File: config.mk
export PLATFORM = sky130hd
export DESIGN_NAME = end_screen_ctl
export DESIGN_NICKNAME = d
export VERILOG_FILES = /design/src/rtl/end_screen_ctl.sv
export SDC_FILE = /design/constraint.sdc
export NUM_CORES = 1
export LEC_CHECK = 0
export CORE_UTILIZATION = 49
export CTS_CLUSTER_DIAMETER = 30
export DETAILED_ROUTE_END_ITERATION = 8
export GPL_TIMING_DRIVEN = 0
export PLACE_DENSITY = 0.73
export SLEW_MARGIN = 40
export SYNTH_ARGS = -nofsm -noshare
export SYNTH_HDL_FRONTEND = slang
export SYNTH_SLANG_ARGS = --single-unit
File: constraint.sdc
create_clock -name clk -period 1.7 [get_ports clk]
set_clock_uncertainty 0.05 [all_clocks]
set_input_delay 0.425 -clock clk [delete_from_list [all_inputs] [get_ports clk]]
set_output_delay 0.425 -clock clk [all_outputs]
set_load 0.02 [all_outputs]
File: src/rtl/end_screen_ctl.sv
// end_screen_ctl
//   Frame-synchronous game-flow controller for the display path. Tracks the
//   game phase (menu, play, end screen), records which player lost, and
//   drives the screen select and result code used by the end-screen drawing
//   pipeline. Screen changes happen only at the start of vertical blanking,
//   so no visible frame shows two screens.
//
// Parameters:
//   HOLD_FRAMES  number of whole frames the end screen is shown before a
//                restart is accepted (1..4095)
//
// Ports:
//   clk         pixel/system clock
//   rst         synchronous, active-high reset
//   vblnk       vertical blanking level from the VGA timing path
//   start       start request level (rising edge used, MENU only)
//   restart     return-to-menu request level (rising edge used, WAIT only)
//   p1_lost     player 1 lost (level or pulse)
//   p2_lost     player 2 lost (level or pulse)
//   screen_sel  00 menu, 01 game, 10 end screen (registered)
//   resoult     00 none, 01 player 1 wins, 10 player 2 wins, 11 draw
//   game_rst    one-cycle pulse resetting the game logic on a new game
//
// Handshake: there is no valid/ready pairing here. Requests are single
// rising edges latched into a sticky flag and consumed by the next frame
// edge; outputs are levels that change only at registered clock edges.

module end_screen_ctl #(
  parameter int HOLD_FRAMES = 180
) (
  input  logic       clk,
  input  logic       rst,
  input  logic       vblnk,
  input  logic       start,
  input  logic       restart,
  input  logic       p1_lost,
  input  logic       p2_lost,
  output logic [1:0] screen_sel,
  output logic [1:0] resoult,
  output logic       game_rst
);

  // PEND is the play screen with a result already latched: the screen
  // keeps showing the game until the next frame boundary.
  typedef enum logic [2:0] {
    S_MENU = 3'd0,
    S_GAME = 3'd1,
    S_PEND = 3'd2,
    S_HOLD = 3'd3,
    S_WAIT = 3'd4
  } state_t;

  localparam logic [11:0] LAST_FRAME = 12'(HOLD_FRAMES - 1);

  // Current state is kept in a named enum so checkers can bind to it.
  state_t      state;
  state_t      state_n;

  logic        vblnk_d;
  logic        start_d;
  logic        restart_d;
  logic        frame_edge;
  logic        start_edge;
  logic        restart_edge;

  logic        start_req;
  logic        start_req_n;
  logic        restart_req;
  logic        restart_req_n;
  logic [11:0] frame_cnt;
  logic [11:0] frame_cnt_n;

  logic [1:0]  sel_n;
  logic [1:0]  res_n;
  logic        game_rst_n;

  assign frame_edge   = vblnk & ~vblnk_d;
  assign start_edge   = start & ~start_d;
  assign restart_edge = restart & ~restart_d;

  // State register plus registered outputs. The edge-detect delays reset
  // high so a level already asserted at reset release gives no edge.
  always_ff @(posedge clk) begin
    if (rst) begin
      state       <= S_MENU;
      vblnk_d     <= 1'b1;
      start_d     <= 1'b1;
      restart_d   <= 1'b1;
      start_req   <= 1'b0;
      restart_req <= 1'b0;
      frame_cnt   <= 12'd0;
      screen_sel  <= 2'b00;
      resoult     <= 2'b00;
      game_rst    <= 1'b0;
    end else begin
      state       <= state_n;
      vblnk_d     <= vblnk;
      start_d     <= start;
      restart_d   <= restart;
      start_req   <= start_req_n;
      restart_req <= restart_req_n;
      frame_cnt   <= frame_cnt_n;
      screen_sel  <= sel_n;
      resoult     <= res_n;
      game_rst    <= game_rst_n;
    end
  end

  // Next-state logic. Request flags only live in their own state, so a
  // request outside that state is dropped rather than remembered. A request
  // edge arriving with the frame edge is folded in via the *_n value.
  always_comb begin
    state_n       = state;
    start_req_n   = 1'b0;
    restart_req_n = 1'b0;
    frame_cnt_n   = frame_cnt;
    case (state)
      S_MENU: begin
        start_req_n = start_req | start_edge;
        if (frame_edge && start_req_n) begin
          state_n     = S_GAME;
          start_req_n = 1'b0;
        end
      end
      S_GAME: begin
        // A loss coinciding with a frame edge still only reaches PEND; the
        // end screen waits for the following frame.
        if (p1_lost || p2_lost) begin
          state_n = S_PEND;
        end
      end
      S_PEND: begin
        if (frame_edge) begin
          state_n     = S_HOLD;
          frame_cnt_n = 12'd0;
        end
      end
      S_HOLD: begin
        if (frame_edge) begin
          if (frame_cnt == LAST_FRAME) begin
            state_n = S_WAIT;
          end else begin
            frame_cnt_n = frame_cnt + 12'd1;
          end
        end
      end
      S_WAIT: begin
        restart_req_n = restart_req | restart_edge;
        if (frame_edge && restart_req_n) begin
          state_n       = S_MENU;
          restart_req_n = 1'b0;
        end
      end
      default: begin
        state_n = S_MENU;
      end
    endcase
  end

  // Output decode, computed from the next state so the registered outputs
  // line up with the state register.
  always_comb begin
    sel_n      = 2'b00;
    res_n      = 2'b00;
    game_rst_n = (state == S_MENU) && (state_n == S_GAME);

    case (state_n)
      S_MENU:         sel_n = 2'b00;
      S_GAME, S_PEND: sel_n = 2'b01;
      S_HOLD, S_WAIT: sel_n = 2'b10;
      default:        sel_n = 2'b00;
    endcase

    // p1_lost means player 2 wins (10); p2_lost means player 1 wins (01).
    // OR-ing keeps repeats by the same player harmless and turns a loss by
    // the other player into a draw.
    case (state)
      S_GAME:  res_n = {p1_lost, p2_lost};
      S_PEND:  res_n = resoult | {p1_lost, p2_lost};
      S_HOLD:  res_n = resoult;
      S_WAIT:  res_n = (state_n == S_MENU) ? 2'b00 : resoult;
      default: res_n = 2'b00;
    endcase
  end

endmodule

# [Word level (Yosys, flattened, before mapping)]
# Cells that the tools add are included.
[op_classes] addsub=1 n_mul=0 n_div=0 magnitude_cmp=0 eq_ne=13 shifts=0 mux=14 n_bitwise=12 n_reduce_logical=13
[ops] operator="2-to-1 mux 12 bit" n=3
[ops] operator="one-hot mux 12 bit (2 select lines)" n=1
[ops] operator="2-to-1 mux 3 bit" n=6
[ops] operator="one-hot mux 3 bit (5 select lines)" n=1
[ops] operator="adder 12 x 1 -> 12 bit, second input constant" n=1
[ops] operator="== test 12 x 8 -> 1 bit, second input constant" n=1
[ops] operator="== test 3 x 2 -> 1 bit, second input constant" n=4
[ops] operator="inequality test 2 bit, second input constant" n=4
[ops] operator="one-hot mux 2 bit (4 select lines)" n=1
[ops] operator="== test 3 x 1 -> 1 bit, second input constant" n=2
[ops] operator="== test 3 bit, second input constant" n=2
[ops] operator="zero test 3 bit" n=2
[ops] operator="NOT 1 bit" n=6
[ops] operator="OR reduction 3 bit" n=2
[ops] operator="one-hot mux 2 bit (2 select lines)" n=1
[ops] operator="AND reduction 4 bit" n=1
[ops] operator="OR reduction 2 bit" n=2
[ops] operator="bitwise AND 1 bit" n=3
[ops] operator="logical AND 1 bit" n=3
[ops] operator="2-to-1 mux 2 bit" n=1
[ops] operator="bitwise OR 1 bit" n=2
[ops] operator="bitwise OR 2 bit" n=1
[ops] operator="AND reduction 2 bit" n=1
[ops] operator="nonzero test 2 bit" n=1
[ops] operator="logical OR 1 bit" n=1
[totals] register_bits=25 latch_bits=0 mem_bits_rw=0 mem_bits_ro=0 in_bits=7 output_inout_bits=5 wordCells=63 memories=0

# [Depth between registers and ports, before layout]
# Gate-level depths: netlist (run 1).
[logic_depth] ltp_word=9 ltp_mapped=6 mapped_depth_nobuf=5

# [Worst setup path before layout (run 1)]
# No wires, ideal clock.
[synth_timing] path_type="register to register" from="reg frame_cnt[8]" to="reg frame_cnt[1]" setup_ps=130 arrival_ps=1419 required_time_ps=1520 slack_ps=101 stages_incl_launch_ff=5 n_path_buf=0 cell_sequence="dfxtp_1 or4_4 nor4_4 or4b_1 a21oi_1"
[synth_via] elab_chain_len=3
[synth_lines] item="from (decl)" line="70" rtl="logic [11:0] frame_cnt;"
[synth_lines] item="from (signal assigned)" line="102" rtl="frame_cnt <= frame_cnt_n;"
[synth_lines] item="== test 12 x 8 -> 1 bit" line="140" rtl="if (frame_cnt == LAST_FRAME) begin"
[synth_lines] item="inequality test 2 bit (no line)"
[synth_lines] item="AND reduction 4 bit (no line)"
# Every way passes these cells.
# A chain may end at the register's enable or synchronous reset.

# [Worst setup path in the final report (run 1)]
[layout_timing] from="reg frame_cnt[9]" to="reg frame_cnt[1]"
# Same word-level chain as after synthesis.

==> results of run 1 <==
-- worst max-delay path: stages (launching register included) --
cell and delay (ns):
dfxtp_2 0.37, or3b_2 0.50, nor4_4 0.40, or4b_1 0.18, a21oi_1 0.06
-- cells in the mapped netlist --
cell        n  share of area
a41o_1      1         0.0084
a31oi_1     2          0.010
or3_1       3          0.016
nand2b_1    1         0.0052
a21oi_1    10          0.042
or2_2       3          0.016
o21ai_0     9          0.038
nor3_1      8          0.033
dfxtp_1    25           0.42
or2_1       1         0.0052
and2_1      1         0.0052
nor4_4      1          0.018
a311oi_1    1         0.0073
nor4bb_1    1         0.0084
o21ai_1     4          0.017
o211ai_1    1         0.0063
buf_4       1         0.0063
ha_1        1          0.010
or3b_2      1         0.0073
nor2b_1     3          0.016
nand4_1     2          0.010
inv_1       4          0.013
clkbuf_1    1         0.0031
and2b_1     1         0.0063
nand2_1     8          0.025
nand4bb_4   1          0.023
o21bai_1    1         0.0063
or4b_1      2          0.017
and3_1      1         0.0052
nor4_2      2          0.021
nor4_1      1         0.0052
or4_1       1         0.0063
nand3_1     6          0.025
or4_4       1         0.0094
mux2_2      1         0.0094
xnor2_1     6          0.044
nor2_1     15          0.047
a32oi_1     2          0.015
buf_2       4          0.017
-- per-layer routing --
| metal | vias to the layer above | wire length [um] | global-route usage |
|---|---|---|---|
| li1 | 526 | - | - |
| met1 | 494 | 1220 | 0.301 |
| met2 | 24 | 1060 | 0.305 |
| met3 | 2 | 111 | 0.0357 |
| met4 | 0 | 17 | 0.0541 |
| met5 | - | 0 | 0 |
-- cells by family after synthesis --
group | count (synthesis) | synth area share
DFF | 25 | 0.418
adders and majority gates | 1 | 0.0104
AOI/OAI and AO/OA | 31 | 0.149
buffers and inverters | 10 | 0.0387
muxes | 1 | 0.00940
xor gates and xnor gates | 6 | 0.0439
and+or+nand+nor | 64 | 0.330
-- cell type report --
type	count	share of cell area
clock inverters	1	0.00355
well taps	28	0.0248
repair buffers	11	0.0736
multi-input cells	103	0.488
clock buffers	3	0.0160
flip-flops and latches	25	0.358
plain buffers	6	0.0257
inverters	4	0.0106
-- state kept, by name, summed over array words and instances (netlist names) --
register and cells:
vblnk_d 1, start_d 1, game_rst 1, resoult 2, screen_sel 2, restart_d 1
start_req 1, restart_req 1, state 3, frame_cnt 12
-- power by group through the flow --
stage	Sequential, mW	Combinational, mW	Clock [mW]
floorplan	0.610	0.0278	0
global route	0.598	0.0661	0.304
global placement	0.609	0.0563	0
detailed placement	0.609	0.0575	0
finish	0.597	0.0596	0.267
CTS	0.597	0.0575	0.272
-- worst min-delay path by stage --
stage                   to  cells past startpoint
2_1_floorplan  restart_req                      2
3_3_place_gp    resoult[0]                      2
3_5_place_dp    resoult[0]                      2
4_1_cts         resoult[0]                      2
5_1_grt         resoult[0]                      2
6_report        resoult[0]                      2
-- through the flow --
| step | utilization | total power, mW | std cells | area [um^2] | worst slack (ns) |
|---|---|---|---|---|---|
| finish | 0.626 | 0.923 | 181 | 1410 | 0.0433 |
| global route | 0.626 | 0.968 | 181 | 1410 | -0.0210 |
| CTS | 0.615 | 0.927 | 181 | 1390 | 0.0204 |
| detailed placement | 0.595 | 0.667 | 177 | 1340 | -0.548 |
| global placement | 0.595 | 0.665 | 177 | 1340 | -0.559 |
| floorplan | - | 0.638 | 138 | 1200 | 0.101 |
-- what timing repair did --
action	CTS	global route
pin swaps	2	3
gates resized for setup	9	12
setup endpoints to repair	14	7
buffers inserted	0	0
==> impl_summary.txt, run 1 <==
----------------------------------------------------
[Die]
  Num rows ... 17
  Core area ... 2250 um^2
  Initial core utilization ... 0.531
  Count of pins on the block boundary ... 12
  Die Span X ... 51.4 um
  Die footprint ... 2650 um^2
  Die boundary height ... 51.4 um

[Global route]
  Vias in the first global route ... 892
  Remaining global-route overflow ... 0
  Wire length of the first global-routing pass ... 4.04 mm
  Total track usage ... 0.205
  Number of antenna violations at the first check in global routing ... 0
  Maximum number of pins on one net before global-route repair ... 15

[Routing]
  Final routed wirelength across all metal layers ... 2.41 mm
  Drt drc ... 0
  Wire length per cell ... 13.3 um
  Average vias per placed instance ... 5.78
  Pre-Repair DR Iteration Count ... 4
  DRT iter0 DRCs ... 23
  Detailed-route via count ... 1,046
  Number of nets still failing antenna checks after routing ... 0

[Layout]
  Layout Nets ... 162
  Leading cell type in the layout, fill and taps excluded ... dfxtp_1
  Diode count ... 0
  Ratio of cells with drive above 1 in the final layout ... 0.170
  Register area ... 505 um^2
  Area growth from synthesis to layout ... 17.9%
  Leading cell types in the layout, fill and taps excluded ... 21 x dfxtp_1, 15 x nor2_1, 10 x a21oi_1
  Combined area of the multi-input logic cells ... 688 um^2
  Fill cells ... 216

[Worst setup path]
  Crit path DAT ... 1.81 ns
  Data required time of the critical path ... 1.85 ns
  Start of the worst register-to-register path ... frame_cnt[9]
  Register-to-register path setup slack ... 0.04 ns
  Setup crit end ... frame_cnt[1]
  Critical Setup Path Class ... register to register
  R2r worst-path depth ... 4
  Worst setup path start ... frame_cnt[9]
  CP endpoint kind ... register
  Worst setup SP type ... register
  Endpoint of the lowest-slack register-to-register path ... frame_cnt[1]
  Biggest fanout along the worst timing path ... 6

[Synthesis]
  Unique masters post-synth ... 39
  Synthesized netlist net count ... 146
  Number of synthesized register bits ... 25
  Per-instance average area after synthesis ... 8.68 um^2
  Number of instances in the synthesized netlist ... 138
  Part of the Yosys area used for sequential elements ... 0.418
  Total standard cell area after synthesis ... 1200 um^2
  Yosys warnings ... 0

[Pwr]
  Pwr dens ... 654 nW/um^2
  Internal Power ... 709 uW
  Switching power of the nets ... 213 uW
  Fraction of power consumed by combinational cells ... 0.065
  Largest vdd supply drop ... 0.435 mV
  Leakage dissipation ... 0.482 nW
  Flop pwr share ... 0.647
  Clock group share of total power ... 0.289
  Switching Fraction ... 0.231

[Timing]
  Period minus WS final ... 1.66 ns
  Unrepaired setup endpoints after global routing ... yes
  Count of final max-slew check failures ... 0
  Transition at the pin with the smallest max-transition slack ... 0.434 ns
  Final cycle utilization of the critical path ... 0.975
  Final number of setup-violating endpoints ... 0
  Fin Hold WS ... 0.434 ns
  Final Hold Violating Endpoints ... 0
  Peak Freq ... 604 MHz
  Remaining max-slew budget at the tightest pin ... 0.710
  Final setup TNS ... 0 ns

[Run status]
  Result of the run ... finished clean

[Place]
  Gpl congestion ... 0.779
  Sum of net half-perimeters after detailed placement ... 1.78 mm
  Number of buffers inserted by port buffering ... 11

[Clock tree]
  CTS tree ... built
  CTS Root Cell ... clkbuf_4
  Number of buffers created by CTS ... 3
  CTS sink cnt ... 25
  Buffer depth of the longest clock path ... 2
  Number of H-tree branching levels ... 1
  Clock network latency to the later pin of the worst-skew pair ... 0.31 ns
  Reg clk slew, reported paths ... 0.14 ns
  Number of buffers inserted for hold repair after clock tree synthesis ... 0

[Worst hold path]
  Hold Crit Start ... resoult[0]
  Path class of the lowest-slack min-delay path ... register to register

[Flow run]
  Max-capacitance violation count ... 0

----------------------------------------------------
(Power assumes the default switching activity.)
==> run 2, diff against run 1 <==
==> constraint.sdc (replaced) <==
create_clock -name clk -period 1.7 [get_ports clk]
set_clock_uncertainty 0.05 [all_clocks]
set_input_delay 0.425 -clock clk [delete_from_list [all_inputs] [get_ports clk]]
set_output_delay 0.425 -clock clk [all_outputs]
set_load 0.005 [all_outputs]
==> run 2 against run 1 <==
Against the previous run: total power down 0.49%; global-route usage up 0.062 points; cell count up 0.55%; count of clock-buffer cells in the layout unchanged; via count up 0.48%; critical path depth unchanged; sequential share of layout area down 0.34 points; routed wire length up 1.7%; sequential cell count unchanged.
==> impl_summary.txt, run 2 (same netlist as run 1, synthesis figures left out) <==
----------------------------------------------------
[Routing]
  DRT iter0 DRCs ... 21 (-8.7%)
  Pre-Repair DR Iteration Count ... 4 (unchanged)
  Drt drc ... 0 (unchanged)
  Wire length per cell ... 13.5 um (+1.1%)
  Detailed-route via count ... 1,051 (+0.48%)
  Final routed wirelength across all metal layers ... 2.45 mm (+1.7%)
  Average vias per placed instance ... 5.77 (about the same)
  Number of nets still failing antenna checks after routing ... 0 (unchanged)

[Pwr]
  Internal Power ... 709 uW (-0.11%)
  Pwr dens ... 638 nW/um^2 (-2.4%)
  Switching Fraction ... 0.228 (-0.00295)
  Leakage dissipation ... 0.470 nW (-2.6%)
  Flop pwr share ... 0.648 (about the same)
  Clock group share of total power ... 0.287 (-0.002)
  Largest vdd supply drop ... 0.435 mV (+0.12%)
  Final total power ... 918 uW (-0.49%)
  Fraction of power consumed by combinational cells ... 0.065 (about the same)
  Switching power of the nets ... 210 uW (-1.8%)

[Worst setup path]
  Worst setup SP type ... register
  Crit path DAT ... 1.78 ns (-0.03 ns)
  Worst setup path start ... frame_cnt[8]
  CP endpoint kind ... register
  Critical Setup Path Class ... register to register
  Data required time of the critical path ... 1.85 ns (about the same)
  Start of the worst register-to-register path ... frame_cnt[8]
  Biggest fanout along the worst timing path ... 6 (unchanged)

[Clock tree]
  Buffer depth of the longest clock path ... 2 (unchanged)
  Reg clk slew, reported paths ... 0.14 ns (about the same)
  CTS Root Cell ... clkbuf_4
  Number of buffers created by CTS ... 3 (unchanged)
  CTS tree ... built
  CTS sink cnt ... 25 (unchanged)
  Clock network latency to the later pin of the worst-skew pair ... 0.31 ns (about the same)
  Number of H-tree branching levels ... 1 (unchanged)
  Number of buffers inserted for hold repair after clock tree synthesis ... 0 (unchanged)

[Layout]
  Register with the most flip-flops ... frame_cnt
  Layout Nets ... 163 (+0.62%)
  Largest registers in the final layout ... frame_cnt: 12 flops, state: 3 flops
  Diode count ... 0 (unchanged)
  Area growth from synthesis to layout ... 20.2%
  Ratio of cells with drive above 1 in the final layout ... 0.195 (+0.0249)
  Flip-flop count of the largest register, all copies and words added ... 12 (unchanged)
  Leading cell types in the layout, fill and taps excluded ... 19 x dfxtp_1, 15 x nor2_1, 10 x a21oi_1, 10 x clkdlybuf4s50_1, 9 x o21ai_0
  Leading cell type in the layout, fill and taps excluded ... dfxtp_1

[Timing]
  Remaining max-slew budget at the tightest pin ... 0.699 (-0.0115)
  Unrepaired setup endpoints after global routing ... yes
  Period minus WS final ... 1.64 ns (-0.0194 ns)
  Final cycle utilization of the critical path ... 0.963 (-0.0114)
  Final number of setup-violating endpoints ... 0 (unchanged)
  Transition at the pin with the smallest max-transition slack ... 0.452 ns (+0.0173 ns)
  Final critical-path setup slack ... 0.0627 ns (+0.0194 ns)
  Peak Freq ... 611 MHz (+1.2%)
  Count of final max-slew check failures ... 0 (unchanged)
  Final Hold Violating Endpoints ... 0 (unchanged)

[Global route]
  Total track usage ... 0.205 (+0.000621)
  Remaining global-route overflow ... 0 (unchanged)
  Wire length of the first global-routing pass ... 4.06 mm (+0.35%)
  Maximum number of pins on one net before global-route repair ... 15 (unchanged)
  Vias in the first global route ... 895 (+0.34%)
  Number of antenna violations at the first check in global routing ... 0 (unchanged)

[Die]
  Die footprint ... 2650 um^2 (unchanged)
  Initial core utilization ... 0.531 (unchanged)
  Die boundary height ... 51.4 um (unchanged)
  Num rows ... 17 (unchanged)
  Die Span X ... 51.4 um (unchanged)
  Core area ... 2250 um^2 (unchanged)
  Count of pins on the block boundary ... 12 (unchanged)

[Place]
  Sum of net half-perimeters after detailed placement ... 1.78 mm (unchanged)
  Number of buffers inserted by port buffering ... 11 (unchanged)
  Setup Slack @ Placement ... -0.548 ns (unchanged)
  Gpl congestion ... 0.779 (unchanged)

[Worst hold path]
  Hold Crit Start ... resoult[0]
  Path class of the lowest-slack min-delay path ... register to register

[Run status]
  Result of the run ... finished clean

[Flow run]
  Max-capacitance violation count ... 0 (unchanged)

----------------------------------------------------
[run 2: final timing paths]
check | endpoint | depth (start not counted) | slack, ns
worst max-delay path | frame_cnt[1] | 4 | 0.06
worst min-delay path | resoult[0] | 2 | 0.47
worst max register to register | frame_cnt[1] | 4 | 0.06
worst min register to register | resoult[0] | 2 | 0.47
[run 2: per-layer routing]
| layer | track usage | routed length [um] | vias to the layer above |
|---|---|---|---|
| li1 | - | - | 530 |
| met1 | 0.301 | 1220 | 499 |
| met2 | 0.305 | 1120 | 20 |
| met3 | 0.0387 | 94 | 2 |
| met4 | 0.0541 | 17 | 0 |
| met5 | 0 | 0 | - |
[run 2: worst max-delay path: stages (launching register included)]
cell and delay, ns:
dfxtp_2 0.37, or4_4 0.58, nor4_4 0.29, or4b_1 0.18, a21oi_1 0.06
[run 2: final cells by class]
class	count	area, um^2
fillers	214	816
clock inverters	1	5.00
plain buffers	6	36.3
well taps	28	35.0
repair buffers	12	116
flip-flops and latches	25	510
clock buffers	3	22.5
inverters	4	15.0
multi-input cells	103	698
[run 2: power groups by stage]
stage	Sequential (mW)	Clock, mW	Combinational, mW
floorplan	0.608	0	0.0278
global placement	0.609	0	0.0549
detailed placement	0.609	0	0.0561
CTS	0.597	0.272	0.0570
global route	0.596	0.301	0.0658
finish	0.595	0.264	0.0594
[run 2: what timing repair did]
| action | 4_1_cts | 5_1_grt |
|---|---|---|
| buffers inserted | 0 | 1 |
| gates resized for setup | 4 | 15 |
| pin swaps | 1 | 2 |
| setup endpoints to repair | 9 | 9 |
| cloned | 0 | 0 |
[run 2: through the flow]
stage	instance area, um^2	TNS, ns	util	hold slack (ns)	instances
after floorplan	1200	0	-	0.416	138
after global placement	1340	-6.60	0.595	0.418	177
after detailed placement	1340	-6.68	0.595	0.421	177
after CTS	1390	0	0.618	0.440	181
after global routing	1440	-0.0419	0.638	0.482	182
final	1440	0	0.638	0.467	182
==> run 3, diff against run 2 <==
==> constraint.sdc (replaced) <==
create_clock -name clk -period 1.45 [get_ports clk]
set_clock_uncertainty 0.05 [all_clocks]
set_input_delay 0.3625 -clock clk [delete_from_list [all_inputs] [get_ports clk]]
set_output_delay 0.3625 -clock clk [all_outputs]
set_load 0.005 [all_outputs]
==> run 3 against run 2 <==
Against the previous run: the run now ends with setup timing left; clock power rose by 24%; cell count is 7.1% higher; sequential power is 17% higher; non-clock buffer count is 13 higher.
==> impl_summary.txt, run 3 (same netlist as run 1, synthesis figures left out) <==
----------------------------------------------------
[Worst setup path]
  Biggest fanout along the worst timing path ... 3 (-3)
  CP endpoint kind ... register
  Critical Setup Path Class ... register to register
  Crit path DAT ... 1.80 ns (+0.02 ns)
  Data required time of the critical path ... 1.62 ns (-0.23 ns)
  Register-to-register path setup slack ... -0.18 ns (-0.24 ns)
  Worst setup SP type ... register

[Routing]
  Pre-Repair DR Iteration Count ... 5 (+1)
  DRT iter0 DRCs ... 27 (+29%)
  Average vias per placed instance ... 5.74 (-0.54%)
  Wire length per cell ... 14.6 um (+8.2%)
  Detailed-route via count ... 1,120 (+6.6%)
  Final routed wirelength across all metal layers ... 2.84 mm (+16%)
  Drt drc ... 0 (unchanged)
  Number of nets still failing antenna checks after routing ... 0 (unchanged)

[Layout]
  Diode count ... 0 (unchanged)
  Register with the most flip-flops ... frame_cnt
  Combined area of the multi-input logic cells ... 752 um^2 (+7.7%)
  Final non-filler cell total ... 195 (+7.1%)
  Leading cell type in the layout, fill and taps excluded ... buf_4
  Fill cells ... 189 (-12%)
  Flip-flop count of the largest register, all copies and words added ... 12 (unchanged)
  Largest registers in the final layout ... frame_cnt: 12 flops, state: 3 flops
  Area growth from synthesis to layout ... 34.0%
  Register area ... 518 um^2 (+1.5%)
  Layout Nets ... 176 (+8.0%)
  Ratio of cells with drive above 1 in the final layout ... 0.329 (+0.135)
  Leading cell types in the layout, fill and taps excluded ... 16 x buf_4, 15 x nor2_1, 15 x dfxtp_1
  Final Cell Area ... 1600 um^2 (+11%)

[Timing]
  Final Hold Violating Endpoints ... 0 (unchanged)
  Unrepaired setup endpoints after global routing ... yes
  Fin Hold WS ... 0.448 ns (-0.0193 ns)
  Final cycle utilization of the critical path ... 1.12 (+0.160)
  Remaining max-slew budget at the tightest pin ... 0.713 (+0.0145)
  Peak Freq ... 614 MHz (+0.53%)
  Final critical-path setup slack ... -0.179 ns (-0.241 ns)
  Count of final max-slew check failures ... 0 (unchanged)
  Final number of setup-violating endpoints ... 11 (+11)
  Transition at the pin with the smallest max-transition slack ... 0.430 ns (-0.0217 ns)
  Period minus WS final ... 1.63 ns (-0.00859 ns)

[Die]
  Die Span X ... 51.4 um (unchanged)
  Die footprint ... 2650 um^2 (unchanged)
  Num rows ... 17 (unchanged)
  Core area ... 2250 um^2 (unchanged)
  Die boundary height ... 51.4 um (unchanged)
  Count of pins on the block boundary ... 12 (unchanged)
  Initial core utilization ... 0.531 (unchanged)

[Run status]
  Result of the run ... finished with violations
  Violated checks ... setup timing

[Global route]
  Maximum number of pins on one net before global-route repair ... 16 (+1)
  Remaining global-route overflow ... 0 (unchanged)
  Total track usage ... 0.236 (+0.0307)
  Vias in the first global route ... 1,060 (+18%)
  Number of antenna violations at the first check in global routing ... 0 (unchanged)
  Wire length of the first global-routing pass ... 4.62 mm (+14%)

[Clock tree]
  CTS tree ... built
  Clock network latency to the later pin of the worst-skew pair ... 0.33 ns (+0.02 ns)
  Buffer depth of the longest clock path ... 2 (unchanged)
  Number of buffers inserted for hold repair after clock tree synthesis ... 0 (unchanged)
  CTS Root Cell ... clkbuf_4
  Number of buffers created by CTS ... 3 (unchanged)
  Number of H-tree branching levels ... 1 (unchanged)
  CTS sink cnt ... 25 (unchanged)
  Reg clk slew, reported paths ... 0.14 ns (about the same)

[Worst hold path]
  Path class of the lowest-slack min-delay path ... register to register

[Place]
  Cell Area, Placed ... 1380 um^2 (+2.4%)
  Gpl congestion ... 0.875 (+12%)
  Number of buffers inserted by port buffering ... 11 (unchanged)
  Instance count after placement with tap cells included ... 177 (unchanged)
  Sum of net half-perimeters after detailed placement ... 1.79 mm (+0.58%)

[Pwr]
  Largest vdd supply drop ... 0.790 mV (+82%)
  Pwr dens ... 688 nW/um^2 (+7.7%)
  Final total power ... 1.10 mW (+20%)
  Leakage dissipation ... 0.557 nW (+19%)

[Flow run]
  Max-capacitance violation count ... 0 (unchanged)

----------------------------------------------------
run 3: cell count changes in the layout (fill, tap and decap cells not counted), sizes merged:
cell / previous run / this run
clkdlybuf4s50: 10 / 5
clkinv: 1 / 0
clkbuf: 5 / 4
buf: 5 / 19
clkinvlp: 0 / 1
dlygate4sd2: 1 / 6
run 3: worst paths after layout:
path | from | to | cells after the start
worst max-delay path | frame_cnt[11] | state[0] | 4
worst min-delay path | resoult[1] | resoult[1] | 2
worst max register to register | frame_cnt[11] | state[0] | 4
worst min register to register | resoult[1] | resoult[1] | 2
run 3: area by class of cell:
class                           instances  share of cell area
Multi-Input combinational cell        103               0.469
Sequential cell                        25               0.323
Timing Repair Buffer                   26               0.134
Buffer                                  5              0.0242
Tap cell                               28              0.0218
Clock buffer                            3              0.0140
Inverter                                4             0.00936
Clock inverter                          1             0.00468
run 3: timing repair:
item,CTS,global route
pin swaps,10,7
resized for setup,25,7
buffers inserted,10,5
setup endpoints to repair,24,15
run 3: critical path, stage by stage (launching register included):
cell,delay [ns]
dfxtp_2,0.35
or4_4,0.57
nor4_4,0.32
or2_1,0.16
a31oi_1,0.08
run 3: metal layers:
layer | up-vias | global-route usage | part of all wire
met2 | 23 | 0.426 | 0.54
met4 | 0 | 0.0586 | 0.0060
met3 | 2 | 0.0774 | 0.035
met1 | 538 | 0.263 | 0.42
met5 | - | 0 | 0
li1 | 557 | - | -
run 3: stage by stage:
step | util | TNS (ns) | setup slack (ns)
after global placement | 0.610 | -11.02 | -0.731
final | 0.711 | -0.851 | -0.179
after detailed placement | 0.610 | -11.41 | -0.729
after global routing | 0.711 | -1.68 | -0.225
after floorplan | - | -0.125 | -0.0489
after CTS | 0.678 | -0.788 | -0.155
run 3: where the power goes:
| part | internal (mW) | switching (mW) | leakage (nW) | total (mW) |
|---|---|---|---|---|
| Clock | 0.106 | 0.221 | 0.0139 | 0.327 |
| Combinational | 0.0422 | 0.0383 | 0.336 | 0.0804 |
| Sequential | 0.691 | 0.00437 | 0.207 | 0.696 |
